<file path="config.mk">
export PLATFORM = sky130hd
export DESIGN_NAME = ha_array_accumulator
export DESIGN_NICKNAME = d
export VERILOG_FILES = /design/src/rtl/ha_array_accumulator.sv
export SDC_FILE = /design/constraint.sdc
export NUM_CORES = 1
export LEC_CHECK = 0
export BUFFER_PORTS_ARGS = -buffer_cell sky130_fd_sc_hd__buf_2
export CORE_MARGIN = 2
export CORE_UTILIZATION = 42
export CTS_CLUSTER_SIZE = 40
export DETAILED_ROUTE_END_ITERATION = 8
export HOLD_SLACK_MARGIN = 0.15
export PLACE_DENSITY = 0.69
export SETUP_SLACK_MARGIN = 0.15
export SYNTH_ARGS = -nofsm -noshare
export SYNTH_HDL_FRONTEND = slang
export SYNTH_SLANG_ARGS = --single-unit
</file>
<file path="constraint.sdc">
create_clock -name clk -period 3.95 [get_ports clk]
set_clock_uncertainty 0.15 [all_clocks]
set_input_delay 1.185 -clock clk [delete_from_list [all_inputs] [get_ports clk]]
set_output_delay 1.185 -clock clk [all_outputs]
set_load 0.02 [all_outputs]
</file>
<file path="src/rtl/ha_array_accumulator.sv">
// Serial reducer for the 8x8 half-adder-array partial products: captures one beat
// of four (b, t) row groups and adds one weighted group per cycle into the product.
module ha_array_accumulator #(
  parameter int NUM_GROUPS = 4,
  parameter int OUT_W      = 17
) (
  input  logic             clk,
  input  logic             rst_n,
  input  logic             in_valid,
  output logic             in_ready,
  input  logic [6:0]       ha_array_0_b,
  input  logic [8:0]       ha_array_0_t,
  input  logic [6:0]       ha_array_1_b,
  input  logic [8:0]       ha_array_1_t,
  input  logic [6:0]       ha_array_2_b,
  input  logic [8:0]       ha_array_2_t,
  input  logic [6:0]       ha_array_3_b,
  input  logic [8:0]       ha_array_3_t,
  output logic             out_valid,
  input  logic             out_ready,
  output logic [OUT_W-1:0] product
);

  localparam int PORT_GROUPS = 4;
  localparam int CNT_W = (NUM_GROUPS > 1) ? $clog2(NUM_GROUPS) : 1;
  localparam logic [CNT_W-1:0] LAST_GROUP = CNT_W'(NUM_GROUPS - 1);

  typedef enum logic [1:0] {IDLE, ACC, DONE} state_t;

  state_t           state_reg;
  logic             in_ready_reg;
  logic             out_valid_reg;
  logic [OUT_W-1:0] product_reg;
  logic [OUT_W-1:0] acc_reg;
  logic [OUT_W-1:0] acc_next;
  logic [OUT_W-1:0] group_sel;
  logic [CNT_W-1:0] cnt_reg;

  logic [6:0]       b_port    [PORT_GROUPS];
  logic [8:0]       t_port    [PORT_GROUPS];
  logic [6:0]       b_src     [NUM_GROUPS];
  logic [8:0]       t_src     [NUM_GROUPS];
  logic [6:0]       b_cap_reg [NUM_GROUPS];
  logic [8:0]       t_cap_reg [NUM_GROUPS];
  logic [OUT_W-1:0] group_val [NUM_GROUPS];

  assign b_port[0] = ha_array_0_b;
  assign t_port[0] = ha_array_0_t;
  assign b_port[1] = ha_array_1_b;
  assign t_port[1] = ha_array_1_t;
  assign b_port[2] = ha_array_2_b;
  assign t_port[2] = ha_array_2_t;
  assign b_port[3] = ha_array_3_b;
  assign t_port[3] = ha_array_3_t;

  // Group k: t[i] weighs i+2k, b[i] weighs i+2+2k.
  generate
    for (genvar gi = 0; gi < NUM_GROUPS; gi++) begin : g_group
      if (gi < PORT_GROUPS) begin : g_port
        assign b_src[gi] = b_port[gi];
        assign t_src[gi] = t_port[gi];
      end else begin : g_none
        assign b_src[gi] = '0;
        assign t_src[gi] = '0;
      end
      assign group_val[gi] =
        (OUT_W'(t_cap_reg[gi]) + (OUT_W'(b_cap_reg[gi]) << 2)) << (2 * gi);
    end
  endgenerate

  assign group_sel = group_val[cnt_reg];
  assign acc_next  = acc_reg + group_sel;

  always_ff @(posedge clk or negedge rst_n) begin
    if (!rst_n) begin
      state_reg     <= IDLE;
      in_ready_reg  <= 1'b1;
      out_valid_reg <= 1'b0;
      product_reg   <= '0;
      acc_reg       <= '0;
      cnt_reg       <= '0;
      for (int i = 0; i < NUM_GROUPS; i++) begin
        b_cap_reg[i] <= '0;
        t_cap_reg[i] <= '0;
      end
    end else begin
      case (state_reg)
        IDLE: begin
          if (in_valid) begin
            for (int i = 0; i < NUM_GROUPS; i++) begin
              b_cap_reg[i] <= b_src[i];
              t_cap_reg[i] <= t_src[i];
            end
            acc_reg      <= '0;
            cnt_reg      <= '0;
            in_ready_reg <= 1'b0;
            state_reg    <= ACC;
          end
        end
        ACC: begin
          acc_reg <= acc_next;
          // Exit is decided before incrementing so the counter never wraps.
          if (cnt_reg == LAST_GROUP) begin
            product_reg   <= acc_next;
            out_valid_reg <= 1'b1;
            state_reg     <= DONE;
          end else begin
            cnt_reg <= cnt_reg + 1'b1;
          end
        end
        DONE: begin
          if (out_ready) begin
            out_valid_reg <= 1'b0;
            in_ready_reg  <= 1'b1;
            state_reg     <= IDLE;
          end
        end
        default: begin
          state_reg     <= IDLE;
          in_ready_reg  <= 1'b1;
          out_valid_reg <= 1'b0;
        end
      endcase
    end
  end

  assign in_ready  = in_ready_reg;
  assign out_valid = out_valid_reg;
  assign product   = product_reg;

endmodule

</file>
-- Yosys cells after proc, flatten, opt, wreduce, memory -nomap -nowiden
Index checks and enable logic that the tools add are counted.
- bits in registers: 104
- logic and storage cells: 58
- add/sub/neg operators: 6
- $lt $le $gt $ge: 1
- equal/unequal tests: 7
- mux-type cells: 18
- bitwise gates (word level): 3
- reduce and logical (&&, ||, !) cells: 9
- operator list (kind ; number):
    two-way mux 17 bit ; 3
    adder 9 x 9 -> 10 bit ; 4
    binary-select mux 17 bit (select 2 bit) ; 1
    case mux 17 bit (2 select lines) ; 1
    adder 17 bit ; 1
    AND reduction 3 bit ; 4
    two-way mux 2 bit ; 5
    inequality test 2 bit, second input constant ; 4
    case mux 1 bit (3 select lines) ; 2
    case mux 2 bit (3 select lines) ; 1
    AND reduction 2 bit ; 3
    equality test 2 bit, second input constant ; 2
    two-way mux 1 bit ; 4
    case mux 2 bit (2 select lines) ; 1
    greater-or-equal comparator 3 bit, second input constant ; 1
    NOT 2 -> 3 bit ; 1
    adder 2 x 1 -> 2 bit, second input constant ; 1
    equality test 2 x 1 -> 1 bit, second input constant ; 1
    logical NOT 2 bit ; 1
    NOT 1 bit ; 2
    nonzero test 2 bit ; 1

-- Longest topological paths before layout
- word-level depth: 6
- depth in mapped cells: 16
- depth with buffers taken out: 16

-- Worst setup path before layout
Ideal clock, no wire load.
- path kind: register -> register
- start point: register b_cap_reg[14] in the netlist's numbering
- end point: register acc_reg[15]
- library setup time: 0.074 ns
- arrival: 3.455 ns
- required time: 3.726 ns
- setup slack: 0.270 ns
- cell stages (with the launch flop): 15
- period minus slack after synthesis: 3.680 ns
- cells stage by stage: dfrtp_1 -> ha_1 -> fa_1 -> a21o_1 -> a21oi_1 -> xnor2_1 -> a2111oi_0 -> a22oi_1 -> ha_1 -> a21oi_1 -> nand2_1 -> a31oi_4 -> nor2_2 -> or4_4 -> o21ai_2
- word-level cells in the longest chain between the ends: 6
- RTL lines (element ; RTL line ; source):
    start: declaration ; 43 ; logic [6:0] b_cap_reg [NUM_GROUPS];
    start signal: indexed assignment ; 91 ; b_cap_reg[i] <= b_src[i];
    adder 9 x 9 -> 10 bit ; 67 ; (OUT_W'(t_cap_reg[gi]) + (OUT_W'(b_cap_reg[gi]) << 2)) << (2 * gi);
    binary-select mux 17 bit (select 2 bit) ; 71 ; assign group_sel = group_val[cnt_reg];
    two-way mux 17 bit (implied by the code) (2 in series) ; 71 ;
    adder 17 bit ; 72 ; assign acc_next = acc_reg + group_sel;
    case mux 17 bit (2 select lines) ; 87 ; case (state_reg)
    end signal: assignment ; 101 ; acc_reg <= acc_next;
    end: declaration ; 34 ; logic [OUT_W-1:0] acc_reg;
Every way passes these cells. The select of a mux whose other input is x is not followed.
A chain may end at the register's enable or synchronous reset.

-- Worst setup path in the final report
- start point: register b_cap_reg[21] in the netlist's numbering
- end point: register acc_reg[15]
The elaborated chain is that of the path after synthesis.

==> summary by stage <==
Final layout
The number of antenna diodes in the final layout is 0. Relative to the synthesized area, the layout overhead comes to 19.6%. The final layout contains between 900 and 1000 nets. The share of cells above drive strength 1 is 0.223. Once layout is done, the placed cells without fillers occupy approximately 0.0073 mm^2.

The number of fill cells in the layout is roughly 1400. Leaving out filler cells and counting taps, the final layout contains about 990. The number of flip-flops in the largest register is 36.

STA
Derived from the worst setup path, the maximum achievable clock frequency is between 200 and 300 MHz. The final period demand of the worst path is approximately 3.8 ns. The total of endpoints with negative setup slack in the final report is 0.

The part of the cycle the worst path needs is 0.959. Hold timing on the final database bottoms out at a slack of about 0.32 ns. The max-slew violation count was 0. The worst pin sits at a relative slew slack of 0.217. For the final routed database, the setup TNS stands at 0 ns. Setup repair after global routing could not meet its margin everywhere. The final-report hold violation count is 0. The pin slew with the least headroom to its limit is approximately 1.2 ns.

Die
The number of top-level pins is 87. From left edge to right edge, the die measures 124 um. The area of the die is between 0.015 and 0.02 mm^2.

The die span in y is roughly 120 um. The area of the core is about 0.014 mm^2. The initial core utilization is 0.424. After floorplanning, the core was divided into 44 placement rows.

Critical path
The category of the critical setup timing path is flip-flop to flip-flop. The worst setup path is captured at a flip-flop. In this run the worst path has a maximum fanout of 4. The critical path data arrival time is roughly 3.9 ns. The worst setup path is launched from a flip-flop. Measured in cells, the most critical reg-to-reg path has a length of 14.

Data on the critical path is required at its endpoint by about 4.1 ns.

Flow run
The reported max-cap violation count is 0.

Hold path
The count of cells along the worst hold path is 2. The class of the most critical hold timing path is flip-flop to flip-flop.

Placement
Summing all placed instances gives a cell area of just under 0.007 mm^2. The congestion estimate from routability-driven global placement came to between 0.9 and 1. Once placement completed, the tool counted placed cells totaling between 900 and 1000. Detailed placement ended at an HPWL of 11000 um. Buffers placed on the I/O ports in this run total 86.

GRT
Entering global routing, the biggest net connects 65 pins. The number of global-route vias before repair is between 4000 and 5000. The wire length of the first global-routing pass is ~24000 um. The total overflow left after global routing is 0.

The initial antenna violation count is 0. In the global route stage, overall resource usage came out at 0.193.

Synth
The most used standard cell by instance count after synthesis is sky130_fd_sc_hd__nand2_1. Among all flip-flop cells after synthesis, the most frequent one is sky130_fd_sc_hd__dfrtp_1. After synthesis, the share of flip-flops with an asynchronous set or reset is 1.00. The cell count after synthesis is 700.

For this run, the register share of the synthesized area comes to 0.428. The number of nets in the synthesized netlist is approximately 820. The number of different library cells in the post-synthesis netlist is 58. The flip-flop and latch count after synthesis is 104. The post-synthesis cell area is between 0.006 and 0.007 mm^2. Sorting the synthesized cells by area gives the leading types as sky130_fd_sc_hd__dfrtp_1, sky130_fd_sc_hd__nand2_1, sky130_fd_sc_hd__ha_1.

Counting flops with a built-in enable in the synthesized netlist gives 0. Counting instances in the post-synthesis netlist gives the leading cell types as sky130_fd_sc_hd__nand2_1, sky130_fd_sc_hd__dfrtp_1, sky130_fd_sc_hd__o21ai_0. Each instance of the synthesized netlist takes up on average 8.70 um^2. The most area-hungry cell type in the Yosys netlist is sky130_fd_sc_hd__dfrtp_1.

The count of synthesis-stage warnings from yosys is 0. The fraction of synthesized cell area taken by the top area cell type is 0.423.

CTS
In this run, CTS created clock tree buffers numbering 9. The maximum clock path buffer count is 2. The clock latency on the worst-skew pair is roughly 0.35 ns.

The total number of clock tree sinks is 104. TritonCTS built the clock tree. The clock root buffer is sky130_fd_sc_hd__clkbuf_16.

After clock tree synthesis, the clock-pin slew on the worst setup and hold paths is roughly 0.07 ns. The clock tree synthesis step divided the H-tree into 3 levels. The hold-fix buffer count after cts is 0.

Routing
The total wirelength of the detailed-routed design is about 15000 um. The via count is 5100. The iteration-0 DRC count of the detailed router is 274. After detailed routing, the number of vias per cell comes to just over 5. For this run, design rule violations remaining after detail routing come to 0.

The remaining antenna violation count is 0. The post-detailed-route wirelength per cell is roughly 15 um. The total iterations of the first detailed-routing run is 5.

Outcome
The flow ran to the end, and the final reports show no timing, DRC or antenna violations.
[path summary, 6_finish.rpt]
path                               start     endpoint  slack [ns]
hold / removal                product[8]   product[8]        0.32
hold reg to reg               product[8]   product[8]        0.32
max in group asynchronous          rst_n     in_ready        2.15
setup / recovery           b_cap_reg[21]  acc_reg[15]        0.16
min in group asynchronous          rst_n  product[16]        0.71
setup reg to reg           b_cap_reg[21]  acc_reg[15]        0.16
[cell families after synthesis]
| family | share of synthesized area |
|---|---|
| muxes | 0.0123 |
| xor gates and xnor gates | 0.0374 |
| DFF | 0.428 |
| and+or+nand+nor | 0.238 |
| AOI/OAI and AO/OA | 0.134 |
| adders and majority gates | 0.111 |
| buffers and inverters | 0.0403 |
[area by class of cell]
class / count / area, um^2 / area share
Multi-Input combinational cell: 551 / 3420 / 0.469
Sequential cell: 104 / 2600 / 0.357
Timing Repair Buffer: 118 / 686 / 0.0941
Clock buffer: 12 / 246 / 0.0338
Tap cell: 184 / 230 / 0.0316
Inverter: 15 / 56.3 / 0.00773
Clock inverter: 3 / 42.5 / 0.00584
[metal layers]
metal / wire length (um) / global-route usage
met1: 6880 / 0.253
met2: 7000 / 0.320
met3: 568 / 0.0395
met4: 447 / 0.0641
met5: 0 / 0
[worst max-delay path, cell delays in order (launching register included)]
cell and delay (ns):
sky130_fd_sc_hd__dfrtp_1 0.36, sky130_fd_sc_hd__ha_2 0.19, sky130_fd_sc_hd__inv_1 0.05, sky130_fd_sc_hd__fa_2 0.35, sky130_fd_sc_hd__nor2b_2 0.15, sky130_fd_sc_hd__o21ai_0 0.09, sky130_fd_sc_hd__nand2b_1 0.15, sky130_fd_sc_hd__xor2_2 0.11
sky130_fd_sc_hd__mux4_2 0.53, sky130_fd_sc_hd__ha_4 0.30, sky130_fd_sc_hd__nand2_2 0.07, sky130_fd_sc_hd__a211o_1 0.31, sky130_fd_sc_hd__a41o_2 0.25, sky130_fd_sc_hd__or4_4 0.52, sky130_fd_sc_hd__o21ai_2 0.11
[stage by stage]
stage / util / setup slack (ns)
final: 0.507 / 0.161
after detailed placement: 0.468 / -0.0801
after CTS: 0.491 / 0.135
after global placement: 0.468 / 0.0725
after global routing: 0.507 / 0.0465
after floorplan: - / 0.270
[cells in the final DEF (no fill, tap or decap), types with 3 or more instances in the layout]
cell type and n:
sky130_fd_sc_hd__nand3b_1 4, sky130_fd_sc_hd__buf_2 85, sky130_fd_sc_hd__o21ai_2 3, sky130_fd_sc_hd__o21ai_1 5, sky130_fd_sc_hd__ha_1 38, sky130_fd_sc_hd__clkbuf_16 9, sky130_fd_sc_hd__a21oi_2 7, sky130_fd_sc_hd__and2_1 3
sky130_fd_sc_hd__nor3b_1 4, sky130_fd_sc_hd__nor2_1 18, sky130_fd_sc_hd__inv_1 14, sky130_fd_sc_hd__o21bai_1 5, sky130_fd_sc_hd__nor3_1 7, sky130_fd_sc_hd__xnor2_1 15, sky130_fd_sc_hd__o31ai_1 3, sky130_fd_sc_hd__buf_4 32
sky130_fd_sc_hd__xor2_1 9, sky130_fd_sc_hd__fa_2 3, sky130_fd_sc_hd__nand3_1 26, sky130_fd_sc_hd__or3_1 5, sky130_fd_sc_hd__ha_2 4, sky130_fd_sc_hd__nor4_1 3, sky130_fd_sc_hd__nor2b_1 3, sky130_fd_sc_hd__a21oi_1 27
sky130_fd_sc_hd__o21ai_0 42, sky130_fd_sc_hd__nand2b_1 5, sky130_fd_sc_hd__dfrtp_1 103, sky130_fd_sc_hd__a21o_1 15, sky130_fd_sc_hd__ha_4 4, sky130_fd_sc_hd__nand4_1 7, sky130_fd_sc_hd__nand2_1 238
[timing repair]
item | in CTS | in global routing
endpoints found under the setup margin | 8 | 12
setup buffers | 1 | 12
pin swaps | 4 | 23
resized for setup | 12 | 29
Power is not shown: default switching activity piles up to over one toggle a cycle in this logic, so the estimate is an artifact.
